[src/rtl/alu_arbiter.sv]
`default_nettype none
// +--------------------------------------------------------------------------+
// | Module   : alu_arbiter                                                   |
// | Brief    : Round-robin sharing of the EXE-stage ALU between the EXE      |
// |            pipeline (requester 0) and the address/aux unit (requester 1).|
// |            Holds one registered response slot and the architectural     |
// |            {N,Z,C,V} flag register fed back to the ALU as status_in.     |
// | Options  : ALU_ARB_PERF_EN adds saturating per-requester grant counters  |
// |            (grant_cnt0 / grant_cnt1).                                     |
// | Revision : 1.0 - initial release                                         |
// +--------------------------------------------------------------------------+
module alu_arbiter #(
   parameter int unsigned CNT_W     = 16,
   parameter logic [3:0]  FLAGS_RST = 4'b0000
) (
   input  logic              clk,
   input  logic              rst,
   input  logic [1:0]        req_valid,
   output logic [1:0]        req_ready,
   input  logic [3:0]        req0_cmd,
   input  logic [31:0]       req0_op1,
   input  logic [31:0]       req0_op2,
   input  logic              req0_s,
   input  logic [3:0]        req1_cmd,
   input  logic [31:0]       req1_op1,
   input  logic [31:0]       req1_op2,
   input  logic              req1_s,
   output logic [3:0]        alu_command,
   output logic [31:0]       alu_op1,
   output logic [31:0]       alu_op2,
   output logic [3:0]        alu_status_in,
   input  logic [31:0]       alu_result,
   input  logic [3:0]        alu_status,
   output logic              rsp_valid,
   input  logic              rsp_ready,
   output logic              rsp_id,
   output logic [31:0]       rsp_result,
   output logic [3:0]        rsp_status,
   output logic [3:0]        flags
`ifdef ALU_ARB_PERF_EN
   ,
   output logic [CNT_W-1:0]  grant_cnt0,
   output logic [CNT_W-1:0]  grant_cnt1
`endif
);

   localparam logic [3:0] c_cmd_mov = 4'b0001;
   localparam logic [3:0] c_cmd_mvn = 4'b1001;
   localparam logic [3:0] c_cmd_add = 4'b0010;
   localparam logic [3:0] c_cmd_adc = 4'b0011;
   localparam logic [3:0] c_cmd_sub = 4'b0100;
   localparam logic [3:0] c_cmd_sbc = 4'b0101;
   localparam logic [3:0] c_cmd_and = 4'b0110;
   localparam logic [3:0] c_cmd_orr = 4'b0111;
   localparam logic [3:0] c_cmd_eor = 4'b1000;

   typedef enum logic [0:0] {
      ST_IDLE = 1'b0,
      ST_FULL = 1'b1
   } state_t;

   state_t      r_state;
   logic [3:0]  r_flags;
   logic        r_last_grant;

   logic        w_can_issue;
   logic [1:0]  w_grant;
   logic        w_any_grant;
   logic        w_sel;
   logic        w_req_s;
   logic        w_supported;

   // A new op may issue when the slot is empty or is being drained this cycle.
   assign w_can_issue = (r_state == ST_IDLE) || rsp_ready;

   // Round-robin grant: a tie goes to the requester that did not win last time.
   always_comb begin
      w_grant = 2'b00;
      if (!rst && w_can_issue) begin
         case (req_valid)
            2'b01:   w_grant = 2'b01;
            2'b10:   w_grant = 2'b10;
            2'b11:   w_grant = r_last_grant ? 2'b01 : 2'b10;
            default: w_grant = 2'b00;
         endcase
      end
   end

   assign w_any_grant = |w_grant;
   assign w_sel       = w_grant[1];
   assign req_ready   = w_grant;

   // Requester 0 drives the ALU whenever requester 1 is not granted.
   assign alu_command   = w_sel ? req1_cmd : req0_cmd;
   assign alu_op1       = w_sel ? req1_op1 : req0_op1;
   assign alu_op2       = w_sel ? req1_op2 : req0_op2;
   assign w_req_s       = w_sel ? req1_s   : req0_s;
   assign alu_status_in = r_flags;

   // Decode of the commands this ALU actually implements.
   always_comb begin
      case (alu_command)
         c_cmd_mov, c_cmd_mvn, c_cmd_add, c_cmd_adc, c_cmd_sub,
         c_cmd_sbc, c_cmd_and, c_cmd_orr, c_cmd_eor: w_supported = 1'b1;
         default:                                    w_supported = 1'b0;
      endcase
   end

   assign rsp_valid = (r_state == ST_FULL);
   assign flags     = r_flags;

   // Slot FSM: captures the granted op's result/status and updates flags on S.
   always_ff @(posedge clk) begin
      if (rst) begin
         r_state      <= ST_IDLE;
         rsp_id       <= 1'b0;
         rsp_result   <= 32'd0;
         rsp_status   <= 4'd0;
         r_flags      <= FLAGS_RST;
         r_last_grant <= 1'b1;
      end else begin
         if (w_any_grant) begin
            r_state      <= ST_FULL;
            rsp_id       <= w_sel;
            r_last_grant <= w_sel;
            if (w_supported) begin
               rsp_result <= alu_result;
               rsp_status <= alu_status;
               if (w_req_s) begin
                  r_flags <= alu_status;
               end
            end else begin
               // Unknown opcodes complete with a zero result and the current flags.
               rsp_result <= 32'd0;
               rsp_status <= r_flags;
            end
         end else if ((r_state == ST_FULL) && rsp_ready) begin
            r_state <= ST_IDLE;
         end
      end
   end

`ifdef ALU_ARB_PERF_EN
   // Saturating grant counters per requester.
   always_ff @(posedge clk) begin
      if (rst) begin
         grant_cnt0 <= '0;
         grant_cnt1 <= '0;
      end else begin
         if (w_grant[0] && (grant_cnt0 != {CNT_W{1'b1}})) begin
            grant_cnt0 <= grant_cnt0 + 1'b1;
         end
         if (w_grant[1] && (grant_cnt1 != {CNT_W{1'b1}})) begin
            grant_cnt1 <= grant_cnt1 + 1'b1;
         end
      end
   end
`endif

endmodule
`default_nettype wire

[config.mk]
export PLATFORM = sky130hd
export DESIGN_NAME = alu_arbiter
export DESIGN_NICKNAME = d
export VERILOG_FILES = /design/src/rtl/alu_arbiter.sv
export SDC_FILE = /design/constraint.sdc
export NUM_CORES = 1
export LEC_CHECK = 0
export ABC_AREA = 1
export BUFFER_PORTS_ARGS = -buffer_cell sky130_fd_sc_hd__buf_2
export CORE_AREA = 5 5 110 112
export CTS_BUF_LIST = sky130_fd_sc_hd__clkbuf_8
export DETAILED_ROUTE_END_ITERATION = 6
export DIE_AREA = 0 0 115 117
export HOLD_SLACK_MARGIN = 0.1
export SYNTH_ARGS = -nofsm -noshare
export SYNTH_HDL_FRONTEND = slang
export SYNTH_SLANG_ARGS = --single-unit
[constraint.sdc]
create_clock -name clk -period 3.78 [get_ports clk]
set_clock_uncertainty 0.1 [all_clocks]
set_input_delay 0.945 -clock clk [delete_from_list [all_inputs] [get_ports clk]]
set_output_delay 0.945 -clock clk [all_outputs]
set_load 0.01 [all_outputs]
==> results.yml <==
status:
  status: "finished, final reports clean"
power_and_ir_drop:
  leakagePower_nw: 2.65
  power_density_mw_per_mm2: 302
  p_total_mw: 1.30
  vdd_drop_max_uv: 221
route:
  vias: 3708
  detail_route.wl_per_cell_um: 13.9
  wl_met3_um: 1240
  drt-total-wl_um: 12200
  dr.first_iter.drc_count: 189
  wl_met1_um: 4760
  ant_nets: 0
  top_layer_used: "met5"
  wl_met2_um: 6140
  first_pass_iters: 4
  via_per_inst: 4.20
  drt_drc_violations_left: 0
synthesis:
  avgSynthCellArea_sq_um: 5.80
  synth_flop_cell: "dfxtp_1"
  synth_most_common_cell: "nand2_1"
  synth_top_cell_by_area: "nand2_1"
  synth_cell_types: 20
  ys.warnings.count: 0
  synth_nets: 643
  synth_edf_count: 0
  synth-async-reset-ratio_pct: 0
  synth_area_sq_mm: 0.00269
  synth_top_cell_area_share_pct: 35.3
  synth_area_leaders: "nand2_1 35%, dfxtp_1 32%, a21oi_1 8.0%"
  ys_seq_elements: 43
  synthCells: 464
  yosysSeqAreaShare_pct: 32.0
  ys_top_cells_by_count: "253 x nand2_1, 43 x a21oi_1, 43 x dfxtp_1, 31 x o21ai_0, 15 x inv_1"
sta:
  drv_slew: 0
  setup_violations: 0
  fin_crit_ns: 3.21
  worstMarginPinSlew_ns: 0.619
  whs_ns: 0.389
  timing.final.crit_share_pct: 84.8
  rsz0062_at_grt: "false"
  slew_headroom_pct: 58.7
  timing.fmax_mhz: 312
  setup_tns_ns: 0
  hold_violations: 0
hold_path:
  min_path_type: "reg -> reg"
  hold_depth: 2
  worstHoldStart: "r_last_grant"
critical_path:
  startpoint_type: "input port"
  crit_fanout: 20
  r2r-start: "rsp_valid"
  worstPathArrival_ns: 2.16
  worstSetupPathType: "in -> out"
  rrSetupSlack_ns: 1.56
  required_ns: 2.73
  cp-end-kind: "output pin"
  cp-startpoint: "rsp_ready"
  r2r.worst_path.cells: 11
flow_run:
  maxCapViolations: 0
final_layout:
  drive_above_1_share_pct: 43.6
  n_antenna_cell: 0
  nets: 917
  synthToLayoutAreaGrowth_pct: 60.5
placed_design:
  port_buffers: 294
  gp_congestion: 0.881
  dp_hpwl_um: 9990
floorplan:
  coreArea_sq_mm: 0.0111
  die_area_sq_mm: 0.0135
  io_pins: 295
  rows: 39
  die_h_um: 117
  start_util_pct: 24.2
  fp.dieW_um: 115
clock_tree:
  cts_resized: 0
  cts-root-buf: "clkbuf_8"
  ctsHoldBuffers: 0
  clock-sinks: 43
  clkTransAtPathRegs_ns: 0.08
  cts_tree: "done"
  insertion_delay_ns: 0.29
  cts_buffers: 5
  cts_setup_buffers: 0
  h-tree-depth: 2
  clockBufferDepth: 2
global_route:
  overflow: 0
  antenna_found_initial: 1
  grt_pass1_wl_um: 17200
  grt_usage_pct: 16.0
  grt_max_degree: 73
  grt_pass1_vias: 3444
state kept, by name (all words and copies together) (netlist names):
register,cells
alu_status_in,4
r_last_grant,1
rsp_id,1
rsp_result,32
rsp_status,4
rsp_valid,1
power breakdown:
part / switching (mW) / internal, mW / leakage, nW
combinational: 0.285 / 0.213 / 2.25
clock: 0.159 / 0.127 / 0.0453
sequential: 0.0220 / 0.497 / 0.355
worst max-delay path: stages:
cell and delay (ns):
buf_2 0.07, inv_1 0.04, nand2_1 0.11, nand2_4 0.10, nor2_8 0.26, buf_4 0.28, nand2_1 0.09, nand2_2 0.09
inv_1 0.04, buf_2 0.13
placed cells by master, fill, tap and decap left out, types with 4 or more instances in the layout:
master / count
dfxtp_1: 43
nand3_1: 10
nand2_1: 253
clkbuf_8: 5
nor2_1: 12
buf_4: 4
o21ai_0: 31
inv_1: 16
o21ai_1: 7
a21oi_1: 43
nand2_4: 5
buf_2: 294
through the flow:
step           utilization (%)  area [sq um]  worst slack [ns]  instances
2_1_floorplan                -          2690             0.813        464
6_report                  38.8          4320             0.573        882
5_1_grt                   38.8          4320             0.432        882
4_1_cts                   38.8          4320             0.529        882
3_5_place_dp              38.0          4230             0.538        874
3_3_place_gp              38.0          4230             0.537        874
logic make-up after synthesis:
kind of cell / Yosys count / synth area share (%)
buffers and inverters: 51 / 9.12
AO/OA/AOI/OAI: 83 / 15.6
flip-flops: 43 / 32.0
AND/OR/NAND/NOR: 287 / 43.3
path summary, 6_finish.rpt:
kind                         end
setup reg to reg  rsp_result[20]
hold reg to reg     r_last_grant
setup / recovery  alu_command[3]
hold / removal      r_last_grant
area by class of cell:
| type | count | area [sq um] |
|---|---|---|
| tap | 143 | 179 |
| sequential | 43 | 861 |
| timing repair buffer | 300 | 1540 |
| clock inverter | 3 | 16.3 |
| inverter | 18 | 67.6 |
| fill | 1262 | 6810 |
| multi-input combinational | 370 | 1580 |
| clock buffer | 5 | 68.8 |
metal layers:
metal / track usage, % / vias to the layer above
met2: 29.5 / 159
met1: 18.4 / 1552
li1: - / 1987
met3: 4.68 / 8
met5: 0 / -
met4: 2.82 / 2
No activity file was read; power rests on OpenSTA's default activity.
